File: config.mk
export PLATFORM = sky130hd
export DESIGN_NAME = simon_sequence_controller
export DESIGN_NICKNAME = d
export VERILOG_FILES = /design/src/rtl/simon_sequence_controller.sv
export SDC_FILE = /design/constraint.sdc
export NUM_CORES = 1
export LEC_CHECK = 0
export ABC_CLOCK_PERIOD_IN_PS = 4900
export CORE_MARGIN = 8
export CORE_UTILIZATION = 40
export CTS_BUF_LIST = sky130_fd_sc_hd__clkbuf_4
export DETAILED_ROUTE_END_ITERATION = 6
export PLACE_DENSITY_LB_ADDON = 0.2
export SYNTH_ARGS = -nofsm -noshare
export SYNTH_HDL_FRONTEND = slang
export SYNTH_SLANG_ARGS = --single-unit
File: constraint.sdc
create_clock -name clk -period 4.9 [get_ports clk]
set_input_delay 0.49 -clock clk [delete_from_list [all_inputs] [get_ports clk]]
set_output_delay 0.49 -clock clk [all_outputs]
set_load 0.02 [all_outputs]
File: src/rtl/simon_sequence_controller.sv
// Simon game sequencer: grows a random colour sequence, plays it on the LED,
// then checks player presses against it with a per-press timeout.
module simon_sequence_controller #(
  parameter int MAX_LEN    = 16,
  parameter int PLAY_TICKS = 4,
  parameter int GAP_TICKS  = 2,
  parameter int TIMEOUT    = 64
) (
  input  logic                               clk,
  input  logic                               rst,
  input  logic                               start,
  input  logic [1:0]                         random_seq,
  input  logic                               btn_valid,
  input  logic [1:0]                         btn_code,
  output logic                               led_valid,
  output logic [1:0]                         led_code,
  output logic [$clog2(MAX_LEN+1)-1:0]       level,
  output logic                               busy,
  output logic                               game_over,
  output logic                               win
);

  localparam int LW   = $clog2(MAX_LEN + 1);
  localparam int IW   = $clog2(MAX_LEN);
  localparam int CMAX = (TIMEOUT > PLAY_TICKS)
                        ? ((TIMEOUT > GAP_TICKS) ? TIMEOUT : GAP_TICKS)
                        : ((PLAY_TICKS > GAP_TICKS) ? PLAY_TICKS : GAP_TICKS);
  localparam int CW   = $clog2(CMAX + 1);

  localparam logic [2:0] IDLE     = 3'd0;
  localparam logic [2:0] ADD      = 3'd1;
  localparam logic [2:0] SHOW_ON  = 3'd2;
  localparam logic [2:0] SHOW_OFF = 3'd3;
  localparam logic [2:0] WAIT_IN  = 3'd4;
  localparam logic [2:0] LOSE     = 3'd5;
  localparam logic [2:0] WIN      = 3'd6;

  logic [2:0]    state, state_n;
  logic [LW-1:0] len, len_n;
  logic [IW-1:0] idx, idx_n;
  logic [CW-1:0] cnt, cnt_n;
  logic [1:0]    mem [MAX_LEN];
  logic          mem_we;
  logic [IW-1:0] wr_idx;
  logic          at_last;
  logic          cnt_done;
  logic [1:0]    cur_code;
  logic [1:0]    led_code_n;

  assign wr_idx   = len[IW-1:0];
  assign at_last  = (LW'(idx) == (len - LW'(1)));
  assign cnt_done = (cnt <= CW'(1));
  assign cur_code = mem[idx];

  always_comb begin
    state_n = state;
    len_n   = len;
    idx_n   = idx;
    cnt_n   = cnt;
    mem_we  = 1'b0;
    case (state)
      IDLE, LOSE, WIN: begin
        if (start) begin
          state_n = ADD;
          len_n   = '0;
          idx_n   = '0;
        end
      end
      ADD: begin
        mem_we  = 1'b1;
        len_n   = len + LW'(1);
        idx_n   = '0;
        cnt_n   = CW'(PLAY_TICKS);
        state_n = SHOW_ON;
      end
      SHOW_ON: begin
        if (cnt_done) begin
          state_n = SHOW_OFF;
          cnt_n   = CW'(GAP_TICKS);
        end else begin
          cnt_n = cnt - CW'(1);
        end
      end
      SHOW_OFF: begin
        if (cnt_done) begin
          if (at_last) begin
            idx_n   = '0;
            state_n = WAIT_IN;
            cnt_n   = CW'(TIMEOUT);
          end else begin
            idx_n   = idx + IW'(1);
            state_n = SHOW_ON;
            cnt_n   = CW'(PLAY_TICKS);
          end
        end else begin
          cnt_n = cnt - CW'(1);
        end
      end
      WAIT_IN: begin
        // A press in the expiry cycle is evaluated before the timeout.
        if (btn_valid) begin
          if (btn_code == cur_code) begin
            if (!at_last) begin
              idx_n = idx + IW'(1);
              cnt_n = CW'(TIMEOUT);
            end else if (len < LW'(MAX_LEN)) begin
              state_n = ADD;
            end else begin
              state_n = WIN;
            end
          end else begin
            state_n = LOSE;
          end
        end else if (cnt_done) begin
          state_n = LOSE;
        end else begin
          cnt_n = cnt - CW'(1);
        end
      end
      default: state_n = IDLE;
    endcase
  end

  // The first step shown after ADD may be the entry written on that same edge.
  always_comb begin
    led_code_n = '0;
    if (state_n == SHOW_ON) begin
      if (mem_we && (idx_n == wr_idx)) led_code_n = random_seq;
      else                             led_code_n = mem[idx_n];
    end
  end

  always_ff @(posedge clk) begin
    if (mem_we && !rst) mem[wr_idx] <= random_seq;
  end

  always_ff @(posedge clk) begin
    if (rst) begin
      state     <= IDLE;
      len       <= '0;
      idx       <= '0;
      cnt       <= '0;
      led_valid <= 1'b0;
      led_code  <= '0;
      level     <= '0;
      busy      <= 1'b0;
      game_over <= 1'b0;
      win       <= 1'b0;
    end else begin
      state     <= state_n;
      len       <= len_n;
      idx       <= idx_n;
      cnt       <= cnt_n;
      led_valid <= (state_n == SHOW_ON);
      led_code  <= led_code_n;
      level     <= len_n;
      busy      <= !((state_n == IDLE) || (state_n == LOSE) || (state_n == WIN));
      game_over <= (state_n == LOSE);
      win       <= (state_n == WIN);
    end
  end

endmodule

==> flow_metrics.tcl <==
set metrics [dict create \
    clockBufferDepth 2 \
    stdcell_count 510 \
    num_antenna_cells 0 \
    die-area_um2 12400 \
    initialDrtViolationCount 261 \
    global_route.usage.met1_pct 19.8 \
    tritoncts "done" \
    grt_setup_unrepaired "false" \
    groute.layer.met3.usage_pct 4.30 \
    synthCells 381 \
    postCtsResizedCells 0 \
    max-slew-margin-rel_pct 34.7 \
    ant_nets 0 \
    clock_insertion_delay_worst_skew_ns 0.43 \
    cts_root_buffer "sky130_fd_sc_hd__clkbuf_4" \
    postSynth.asyncResetShare_pct 0 \
    timing.final.max_slew_violations 0 \
    fmax_mhz 236 \
    grt_pass1_vias 2955 \
    synth.lib_cells_used.distinct 63 \
    synth-warning-count 0 \
    crit_reg_reg_startpoint "len[0]" \
    synth.avg_cell_area_um2 9.56 \
    sequential_cell_fraction_of_total_power_pct 40.9 \
    tightestPinTransition_ns 0.977 \
    synthTopCellsByCount "sky130_fd_sc_hd__nor2_1 (46), sky130_fd_sc_hd__edfxtp_1 (32), sky130_fd_sc_hd__mux2i_1 (26), sky130_fd_sc_hd__dfxtp_1 (25), sky130_fd_sc_hd__o21ai_0 (20)" \
    placement.setup.worst_slack_ns 0.700 \
    dominantRegCellSynth "sky130_fd_sc_hd__edfxtp_1" \
    synth_seq_cells 57 \
    fraction_of_power_consumed_by_the_clock_network_pct 35.1 \
    rows 35 \
    crit_fanout 10 \
    grt_pass1_wl_um 15400 \
    min-delay-path-class "flip-flop to flip-flop" \
    grt_start_max_net_pins 24 \
    whs_path_depth 2 \
    synthToLayoutAreaGrowth_pct 12.6 \
    hold_start "cnt[5]" \
    synthDominantCellAreaShare_pct 26.4 \
    p_int_uw 923 \
    r2r_setup_slack_ns 0.67 \
    power_switching_share_pct 31.8 \
    grt_remaining_overflow 0 \
    synth_largest_area_cell "sky130_fd_sc_hd__edfxtp_1" \
    syn_nets 397 \
    regToRegEndpoint "led_code[0]" \
    core-area_um2 9020 \
    io_buffers 18 \
    dp.final_hpwl_um 6860 \
    final-setup-viol-count 0 \
    synth_edf_count 32 \
    finalCriticalPeriod_ns 4.23 \
    final_layout_size_suffix_gt1_share_pct 10.0 \
    cts.sink_count 57 \
    grt.met2_usage_pct 23.3 \
    drc_errors 0 \
    end_kind "flip-flop" \
    whs_endpoint "cnt[5]" \
    detail_route.wl_per_cell_um 18.6 \
    ioPinCount 19 \
    timing.reg2reg.worst_path_depth 15 \
    numCtsBuffers 9 \
    synthTopCellsByArea "sky130_fd_sc_hd__edfxtp_1 (26%), sky130_fd_sc_hd__dfxtp_1 (14%), sky130_fd_sc_hd__mux2i_1 (7.1%), sky130_fd_sc_hd__mux4_2 (4.9%), sky130_fd_sc_hd__nor2_1 (4.7%)" \
    vias 3044 \
    netSwitchingPower_uw 430 \
    critPathKind "flip-flop to flip-flop" \
    cts.clk_slew.worst_paths_ns 0.13 \
    vias_per_inst 5.97 \
    fin_skew_ns 0.0226 \
    post-route-worst-setup-slack_ns 0.667 \
    placedCellCount 494 \
    gp_routability_congestion 0.910 \
    worstSetupStartpointType "flip-flop" \
    die_width_um 111 \
    power-per-cell-area_nw_per_um2 330 \
    comb_power_share_pct 24.0 \
    hold_violations 0 \
    synthMostInstantiatedCell "sky130_fd_sc_hd__nor2_1" \
    reported_max_cap_violation_count 0 \
    run_status "completed" \
    most_utilized_layer_in_the_global_route_result "met2" \
    start_util_pct 40.4 \
    timing.final.crit_share_pct 86.4 \
    postCtsHoldBufs 0 \
    num-nets-final 410 \
    cts_post_setup_buffers_inserted 0 \
    post_synth_instance_area_um2 3640 \
    utilization_of_the_core_after_routing_pct 45.5 \
    floorplan.die.height_um 111 \
    cts_htree_levels 3 \
    groute.usage.overall_pct 15.4 \
    max-vdd-ir-drop_mv 0.195 \
    crit_arrival_ns 4.55 \
    antenna_violations_before_repair 0 \
    drt_pass1_iterations 4 \
    ys_seq_area_share_pct 40.1 \
    finalSetupTns_ns 0 \
    critical_path_required_ns 5.22 \
    power.leakage_nw 1.41 \
    drt_wl_total_um 9480 \
]
-- per-layer routing --
metal | up-vias | part of all wire, %
met5 | - | 0
met4 | 0 | 3.0
met3 | 22 | 5.9
met2 | 109 | 45
met1 | 1447 | 46
li1 | 1466 | -
-- cell families (layout without fill, tap and decap cells) --
logic type      count (synthesis)  count (layout)  synth area share (%)
buf+inv                        35              53                  4.02
simple gates                  137             137                  18.8
mux                            39              39                  13.6
xor+xnor                        8               8                  2.13
compound gates                 97              97                  18.5
flops                          57              57                  40.1
fa+ha+maj                       8               8                  2.75
-- worst max-delay path: stages, from the launching register on --
cell and delay, ns:
sky130_fd_sc_hd__dfxtp_1 0.54, sky130_fd_sc_hd__inv_1 0.15, sky130_fd_sc_hd__ha_1 0.26, sky130_fd_sc_hd__xor2_1 0.16
sky130_fd_sc_hd__a311oi_1 0.31, sky130_fd_sc_hd__o211ai_1 0.22, sky130_fd_sc_hd__nor2_1 0.48, sky130_fd_sc_hd__inv_1 0.25
sky130_fd_sc_hd__ha_1 0.33, sky130_fd_sc_hd__inv_1 0.05, sky130_fd_sc_hd__o21a_1 0.14, sky130_fd_sc_hd__o22a_1 0.29
sky130_fd_sc_hd__mux4_2 0.56, sky130_fd_sc_hd__nor2_1 0.11, sky130_fd_sc_hd__o41ai_1 0.08, sky130_fd_sc_hd__o21ba_1 0.20
-- sequential cells by signal, indices dropped and copies added (netlist names) --
signal,cells
busy,1
mem,32
led_valid,1
cnt,7
led_code,2
win,1
game_over,1
state,3
len,5
idx,4
-- per-stage QoR --
| stage | total power [mW] | instance area [µm²] | hold slack [ns] |
|---|---|---|---|
| 2_1_floorplan | 0.799 | 3640 | 0.457 |
| 3_3_place_gp | 0.885 | 3910 | 0.465 |
| 3_5_place_dp | 0.888 | 3910 | 0.479 |
| 4_1_cts | 1.36 | 4100 | 0.495 |
| 5_1_grt | 1.42 | 4100 | 0.540 |
| 6_report | 1.35 | 4100 | 0.495 |
-- how the worst max path moves through the flow --
stage            from     endpoint  slack [ns]  cells past startpoint
2_1_floorplan  len[0]  led_code[0]        1.26                     15
3_3_place_gp   len[0]  led_code[0]        0.73                     15
3_5_place_dp   len[0]  led_code[0]        0.70                     15
4_1_cts        len[0]  led_code[0]        0.68                     15
5_1_grt        len[0]  led_code[0]        0.33                     15
6_report       len[0]  led_code[0]        0.67                     15
-- placed cells by master, fill, tap and decap left out, types with 8 or more instances in the layout --
| cell type | netlist | layout |
|---|---|---|
| sky130_fd_sc_hd__dfxtp_1 | 25 | 25 |
| sky130_fd_sc_hd__nand2_1 | 16 | 16 |
| sky130_fd_sc_hd__o21ai_0 | 20 | 20 |
| sky130_fd_sc_hd__nor3_1 | 11 | 11 |
| sky130_fd_sc_hd__nor2_1 | 46 | 46 |
| sky130_fd_sc_hd__edfxtp_1 | 32 | 32 |
| sky130_fd_sc_hd__clkdlybuf4s50_1 | 0 | 18 |
| sky130_fd_sc_hd__nand3_1 | 16 | 16 |
| sky130_fd_sc_hd__a21oi_1 | 19 | 19 |
| sky130_fd_sc_hd__mux2i_1 | 26 | 26 |
| sky130_fd_sc_hd__mux4_2 | 8 | 8 |
| sky130_fd_sc_hd__clkbuf_4 | 0 | 9 |
| sky130_fd_sc_hd__inv_1 | 12 | 12 |
| sky130_fd_sc_hd__ha_1 | 8 | 8 |
-- power by group through the flow --
stage / clock network (mW) / registers (mW) / logic, mW
2_1_floorplan: 0 / 0.552 / 0.247
3_3_place_gp: 0 / 0.564 / 0.321
3_5_place_dp: 0 / 0.565 / 0.323
4_1_cts: 0.482 / 0.554 / 0.324
5_1_grt: 0.500 / 0.558 / 0.357
6_report: 0.475 / 0.553 / 0.325
-- final cells by class --
| class | instances | area, µm² |
|---|---|---|
| timing repair buffer | 24 | 225 |
| tap | 111 | 139 |
| clock buffer | 9 | 67.6 |
| inverter | 13 | 48.8 |
| sequential | 57 | 1460 |
| fill | 873 | 4920 |
| multi-input combinational | 289 | 2030 |
| clock inverter | 7 | 125 |
Power figures use the tool's default switching activity.
